==> src/rtl/laser_line_finder.sv <==
// Per-row laser-peak detector: tracks the brightest pixel of each active row and
// reports its quantised column, row index and luma once per row, holding them until the next report.
module laser_line_finder #(
  parameter int          H_ACTIVE = 640,
  parameter int          V_ACTIVE = 480,
  parameter logic [7:0]  THRESH   = 8'd128,
  parameter int          X_SHIFT  = 2
) (
  input  logic        clk,
  input  logic        reset,
  input  logic [10:0] hcount,
  input  logic [9:0]  vcount,
  input  logic [7:0]  pixel_luma,
  output logic [7:0]  x,
  output logic [9:0]  y,
  output logic [7:0]  peak_luma,
  output logic        point_found,
  output logic        point_valid,
  output logic        frame_done
);

  localparam logic [10:0] H_LAST = 11'(H_ACTIVE - 1);
  localparam logic [9:0]  V_LIM  = 10'(V_ACTIVE);
  localparam logic [9:0]  V_LAST = 10'(V_ACTIVE - 1);

  typedef enum logic [1:0] {IDLE, SCAN, REPORT} state_t;

  state_t      state, next_state;
  logic        start_row, do_report, found;
  logic [7:0]  row_max;
  logic [10:0] row_max_col;
  logic [9:0]  row_idx;

  assign found = (row_max > THRESH);

  always_ff @(posedge clk) begin
    if (reset) state <= IDLE;
    else       state <= next_state;
  end

  // A return of hcount to 0 while scanning means the previous line was short: drop it and restart.
  always_comb begin
    next_state = state;
    start_row  = 1'b0;
    do_report  = 1'b0;
    unique case (state)
      IDLE: begin
        if (hcount == 11'd0 && vcount < V_LIM) begin
          start_row  = 1'b1;
          next_state = SCAN;
        end
      end
      SCAN: begin
        if (hcount == 11'd0) begin
          if (vcount < V_LIM) start_row  = 1'b1;
          else                next_state = IDLE;
        end else if (hcount == H_LAST) begin
          next_state = REPORT;
        end
      end
      REPORT: begin
        do_report  = 1'b1;
        next_state = IDLE;
      end
      default: next_state = IDLE;
    endcase
  end

  // Strict greater-than keeps the leftmost column on ties.
  always_ff @(posedge clk) begin
    if (reset) begin
      row_max     <= 8'd0;
      row_max_col <= 11'd0;
      row_idx     <= 10'd0;
      x           <= 8'd0;
      y           <= 10'd0;
      peak_luma   <= 8'd0;
      point_found <= 1'b0;
      point_valid <= 1'b0;
      frame_done  <= 1'b0;
    end else begin
      point_valid <= 1'b0;
      frame_done  <= 1'b0;
      if (start_row) begin
        row_max     <= pixel_luma;
        row_max_col <= 11'd0;
        row_idx     <= vcount;
      end else if (state == SCAN && pixel_luma > row_max) begin
        row_max     <= pixel_luma;
        row_max_col <= hcount;
      end
      if (do_report) begin
        x           <= found ? 8'(row_max_col >> X_SHIFT) : 8'd0;
        peak_luma   <= found ? row_max : 8'd0;
        y           <= row_idx;
        point_found <= found;
        point_valid <= 1'b1;
        frame_done  <= (row_idx == V_LAST);
      end
    end
  end

endmodule

==> config.mk <==
export PLATFORM = sky130hd
export DESIGN_NAME = laser_line_finder
export DESIGN_NICKNAME = d
export VERILOG_FILES = /design/src/rtl/laser_line_finder.sv
export SDC_FILE = /design/constraint.sdc
export NUM_CORES = 1
export LEC_CHECK = 0
export CAP_MARGIN = 25
export CORE_MARGIN = 5
export CORE_UTILIZATION = 50
export CTS_CLUSTER_DIAMETER = 40
export CTS_CLUSTER_SIZE = 10
export DETAILED_ROUTE_END_ITERATION = 6
export DONT_BUFFER_PORTS = 1
export PLACE_DENSITY_LB_ADDON = 0.2
export SLEW_MARGIN = 15
export SYNTH_ARGS = -nofsm -noshare
export SYNTH_HDL_FRONTEND = slang
export SYNTH_SLANG_ARGS = --single-unit
==> constraint.sdc <==
create_clock -name clk -period 5.1 [get_ports clk]
set_input_delay 1.02 -clock clk [delete_from_list [all_inputs] [get_ports clk]]
set_output_delay 1.02 -clock clk [all_outputs]
set_load 0.02 [all_outputs]
==> results.md, run 1 <==
- Most common cell after layout, fill and taps aside: dfxtp_1
- Final Max Slew Viols: 0
- CP required: 5.29 ns
- Vias in the first global route: 1,810
- Overall die width: 78.6 µm
- Rows: 25
- CTS buffer count: 5
- Drt via density: 5.89
- First-iteration detailed-routing DRC count: 81
- Max-cap violations: 0
- Final cell count without fillers: 315
- #FFs+latches synth: 56
- Setup Fix Bufs, Post-CTS: 0
- Largest net degree at the start of global routing: 50
- Top cells by area, synth: dfxtp_1, a21oi_1, nand2_1
- Root Driver: clkbuf_8
- CP arrival: 2.84 ns
- Post-synthesis net count: 306
- Overall Power: 690 µW
- Yosys cell types: 35
- Vias: 1,854
- Setup crit start kind: input pin
- Final hold violations: 0
- Fin crit share: 51.9%
- Layout cell share with drive strength beyond 1: 5.75%
- Biggest area consumer among synthesized cells: dfxtp_1
- Largest family of logic cells by synthesized area: simple AND/OR/NAND/NOR gates
- CTS hold repair buffers: 0
- Initial antenna violation count: 0
- Die H: 78.6 µm
- Drt pass-1 iters: 4
- Result of the run: finished clean
- Minimum clock period after layout: 2.65 ns
- Clk buf depth: 2
- Hold slack: 0.468 ns
- Post-CTS sizing: 0
- Total core area: 0.00463 mm²
- Total gr overflow: 0
- First-pass GRT wire length: 8.56 mm
- Worst Tran Pin Value: 0.784 ns
- Most frequent cells in the layout: dfxtp_1, a21oi_1, nand2_1
- Synth Area per Inst: 8.80 µm²
- Cells after DPL: 306
- Compound-cell area share of the yosys netlist: 17.1%
- Fillers: 464
- Final HPWL DP: 3.76 mm
- Antenna cell count: 0
- Simple-Gate Fraction of Synth Area: 21.4%
- Setup TNS: 0 ns
- Finish-stage setup viols: 0
- DRC: 0
- Top Ports: 60
- RSZ-0062 raised after global routing: false
- Yosys warns: 0
- Max Clk Rate: 378 MHz
- Layout overhead on the synthesized area: 5.32%
- Top cell type's share of synthesized area: 47.7%
- Clk_lat worst skew: 0.30 ns
- P_leak: 0.000808 µW
- DIE AREA: 0.00617 mm²
- Detail Route Antenna Nets: 0
- Crit-path max FO: 18
- Final wirelength: 5.14 mm
- Starting Density: 50.8%
- Tot GR Track Use: 17.3%
- WS Path Type: input pin to register
- CTS Sinks: 56
- Nets: 299
- Reg2reg path depth: 7
- Clk slew on worst S/H paths: 0.09 ns
- HP Class: register to register
- I/O Buffers: 0
- TritonCTS clock tree: built
- Mux cell area share after synthesis: 3.83%
- Synth Area in XOR/XNOR: 0%
- Post-Syn Instances: 267
- Clock skew: 0.00529 ns
- Max_slew headroom: 47.4%
- Post-layout util: 53.5%
- Hold depth: 2
- H-Tree Level Count: 2
- IR drop worst, VDD: 168 µV
- Crit path capture type: register
- Sequential area share after synthesis: 47.7%
- Post-synthesis adder-cell area fraction: 4.26%
- Routed WL per cell: 16.3 µm
- Final GP Congestion: 0.781
- Power per cell area: 279 mW/mm²
- Cell Area, Synth: 0.00235 mm²
where the power goes:
part | total [µW] | leakage, µW | switching [µW] | internal (µW)
logic | 11.3 | 0.000312 | 5.85 | 5.47
registers | 437 | 0.000451 | 0.0419 | 437
clock network | 241 | 0.0000455 | 130 | 111
logic make-up (layout without fill, tap and decap cells):
logic type	Yosys count	in the layout
AO/OA/AOI/OAI	67	67
adder cells (fa/ha/maj)	8	8
buffers and inverters	28	22
flip-flops	56	56
multiplexers	9	9
AND/OR/NAND/NOR	99	99
cell type report:
cell class                      count  area (µm²)  share of cell area [%]
Clock buffer                        8        90.1                    3.64
Timing Repair Buffer                5        61.3                    2.48
Inverter                            9        33.8                    1.37
Multi-Input combinational cell    183        1100                    44.5
Sequential cell                    56        1120                    45.3
Tap cell                           54        67.6                    2.73
critical path, stage by stage:
cell and delay (ns):
nor4_1 0.27, nand3_1 0.21, nor4_4 0.70, buf_4 0.34, or2_2 0.23, a21oi_1 0.06
Yosys cell counts (all sizes together):
cell type,count
nand4,2
nand3,17
and4,4
a22oi,8
a31oi,1
mux2i,9
ha,8
nor2,21
a21oi,34
nor4,4
or2,1
o31ai,8
dfxtp,56
a221o,1
inv,9
nand2,30
and3,1
o211a,1
and4b,1
a211o,1
o21ai,8
or4,8
buf,7
o211ai,2
clkbuf,12
a211oi,2
nor3,5
nand2b,2
nor2b,3
a21o,1
sequential cells by signal, summed over array words and instances, names as in the netlist:
signal / cells
row_idx: 10
y: 10
peak_luma: 8
row_max: 8
row_max_col: 8
x: 8
state: 2
frame_done: 1
point_valid: 1
routing by layer:
| layer | global-route usage [%] | share of wire, % | vias up |
|---|---|---|---|
| li1 | - | - | 942 |
| met1 | 22.7 | 45 | 842 |
| met2 | 27.1 | 46 | 61 |
| met3 | 5.96 | 8.5 | 9 |
| met4 | 4.72 | 1.2 | 0 |
| met5 | 0 | 0 | - |
path summary, 6_finish.rpt:
path | start | end | slack (ns)
max | hcount[9] | row_max_col[8] | 2.45
max reg2reg | row_max[7] | row_max[5] | 2.68
min reg2reg | row_idx[9] | row_idx[9] | 0.47
min | row_idx[9] | row_idx[9] | 0.47
per-stage QoR:
| step | setup WS [ns] | instance area [µm²] |
|---|---|---|
| floorplan | 2.33 | 2350 |
| finish | 2.45 | 2470 |
| detailed placement | 2.14 | 2380 |
| global placement | 2.09 | 2340 |
| global route | 2.30 | 2470 |
| CTS | 2.47 | 2470 |
Note: power is estimated with default switching activity, not from simulation.
==> inputs of run 2 (changes only) <==
==> constraint.sdc (replaced) <==
create_clock -name clk -period 2.4 [get_ports clk]
set_input_delay 0.48 -clock clk [delete_from_list [all_inputs] [get_ports clk]]
set_output_delay 0.48 -clock clk [all_outputs]
set_load 0.02 [all_outputs]
==> run 2 against run 1 <==
  * Core utilization down 0.27 points
  * Final cell count up 0.63%
  * Clock power up 110%
  * Global-route usage down 0.13 points
  * Critical path type is now register to register
  * Highest routed layer unchanged
==> results.md, run 2 (synthesis gave the netlist of run 1 again) <==
- Post-CTS sizing: 0 (unchanged)
- First-pass GRT wire length: 8.54 mm (was 8.56 mm)
- Final HPWL DP: 3.68 mm (was 3.76 mm)
- CTS buffer count: 5 (unchanged)
- Crit path capture type: register (unchanged)
- H-Tree Level Count: 2 (unchanged)
- Final GP Congestion: 0.822 (was 0.781)
- CP required: 2.63 ns (was 5.29 ns)
- Max_slew headroom: 57.0% (was 47.4%)
- Fin crit share: 93.8%
- Layout cell share with drive strength beyond 1: 6.84% (was 5.75%)
- Setup crit start kind: register (was input pin)
- Initial antenna violation count: 0 (unchanged)
- Internal power: 1150 µW (was 553 µW)
- Top Ports: 60 (unchanged)
- Setup Fix Bufs, Post-CTS: 0 (unchanged)
- Starting Density: 50.8% (unchanged)
- HP Class: input pin to register (was register to register)
- Detail Route Antenna Nets: 0 (unchanged)
- Nets: 301 (was 299)
- Minimum clock period after layout: 2.25 ns
- Root Driver: clkbuf_8 (unchanged)
- Placed Area: 0.00237 mm² (was 0.00238 mm²)
- CP arrival: 2.48 ns (was 2.84 ns)
- Finish-stage setup viols: 0 (unchanged)
- Critical Path, Cell by Cell: inv_1 > ha_1 > and3_1 > a221o_1 > o211a_2 > or4_1 > a21oi_1 (was nor4_1 > nand3_1 > nor4_4 > buf_4 > or2_2 > a21oi_1)
- Final Max Slew Viols: 0 (unchanged)
- Clock share of power: 34.8% (was 35.0%)
- Worst reg2reg setup slack: 0.15 ns (was 2.68 ns)
- Top delay family on crit path: compound AO/OA/AOI/OAI gates (was simple AND/OR/NAND/NOR gates)
- Overall die width: 78.6 µm (unchanged)
- Most common cell after layout, fill and taps aside: dfxtp_1 (unchanged)
- WS Path Type: register to register (was input pin to register)
- Routed WL per cell: 16.4 µm (was 16.3 µm)
- Delay of the slowest critical-path stage: 0.51 ns (was 0.70 ns)
- NetSw: 313 µW (was 136 µW)
- Drt via density: 5.91 (was 5.89)
- Post-layout util: 53.2% (was 53.5%)
- Die H: 78.6 µm (unchanged)
- Hold slack: 0.231 ns (was 0.468 ns)
- CTS Sinks: 56 (unchanged)
- Max Clk Rate: 444 MHz
- First-iteration detailed-routing DRC count: 135 (was 81)
- Clk buf depth: 2 (unchanged)
- Fillers: 444 (was 464)
- Worst path slowest cell: or4_1 (was nor4_4)
- CTS hold repair buffers: 0 (unchanged)
- Final Instance Area: 0.00246 mm² (was 0.00247 mm²)
- Power per cell area: 593 mW/mm² (was 279 mW/mm²)
- Net Sw Frac: 21.4% (was 19.8%)
- DRC: 0 (unchanged)
- Clock skew: 0.00861 ns (was 0.00529 ns)
- TritonCTS clock tree: built (unchanged)
- Seq pwr share: 63.6% (was 63.4%)
- RSZ-0062 raised after global routing: false (unchanged)
- Total core area: 0.00463 mm² (unchanged)
- Worst Tran Pin Value: 0.643 ns (was 0.784 ns)
- Most frequent cells in the layout: dfxtp_1, a21oi_1, nand2_1 (unchanged)
- Layout overhead on the synthesized area: 4.79% (was 5.32%)
- Final wirelength: 5.19 mm (was 5.14 mm)
- DIE AREA: 0.00617 mm² (unchanged)
- Rows: 25 (unchanged)
- Buf+Inv Stages, Crit Path: 1 (unchanged)
- Largest net degree at the start of global routing: 50 (unchanged)
- Max-cap violations: 0 (unchanged)
- Clk_lat worst skew: 0.30 ns (about the same)
- Tot GR Track Use: 17.2% (was 17.3%)
- Comb pwr share: 1.7% (was 1.6%)
- Drt pass-1 iters: 4 (unchanged)
- Biggest regs: row_idx x10, y x10 (unchanged)
- Clk slew on worst S/H paths: 0.10 ns (was 0.09 ns)
- Final hold violations: 0 (unchanged)
- IR drop worst, VDD: 468 µV (was 168 µV)
- Antenna cell count: 0 (unchanged)
- Result of the run: finished clean (unchanged)
- Vias in the first global route: 1,748 (was 1,810)
- Vias: 1,873 (was 1,854)
- I/O Buffers: 0 (unchanged)
- Setup TNS: 0 ns (unchanged)
- Crit-path max FO: 24 (was 18)
- Total gr overflow: 0 (unchanged)
- P_leak: 0.000805 µW (was 0.000808 µW)
[run 2: power groups by stage]
stage	Combinational [µW]	Clock (µW)	Sequential, µW
floorplan	29.9	0	950
global placement	23.9	0	950
detailed placement	24.3	0	950
CTS	24.5	521	929
global route	28.7	563	929
finish	24.4	508	929
[run 2: path summary, 6_finish.rpt]
| check | from | end | cells after the start |
|---|---|---|---|
| min | reset | y[3] | 1 |
| max reg2reg | row_max[6] | row_max[7] | 7 |
| min reg2reg | row_idx[9] | row_idx[9] | 2 |
| max | row_max[6] | row_max[7] | 7 |
[run 2: final cells by class]
class	instances	area [µm²]	area share, %
sequential	56	1120	45.5
multi-input combinational	183	1100	44.7
clock buffer	6	72.6	2.95
tap	54	67.6	2.74
timing repair buffer	7	50.0	2.03
inverter	9	33.8	1.37
clock inverter	2	16.3	0.661
[run 2: through the flow]
stage	power (µW)	instances	setup slack, ns
6_report	1460	317	0.148
5_1_grt	1520	317	0.00506
4_1_cts	1470	317	0.171
3_5_place_dp	975	309	0.0992
3_3_place_gp	974	308	0.139
2_1_floorplan	980	267	0.0638
[run 2: per-layer routing]
| layer | global-route usage [%] | vias up | wire length [µm] |
|---|---|---|---|
| li1 | - | 949 | - |
| met1 | 23.3 | 868 | 2440 |
| met2 | 26.1 | 50 | 2330 |
| met3 | 5.96 | 6 | 367 |
| met4 | 4.20 | 0 | 53 |
| met5 | 0 | - | 0 |
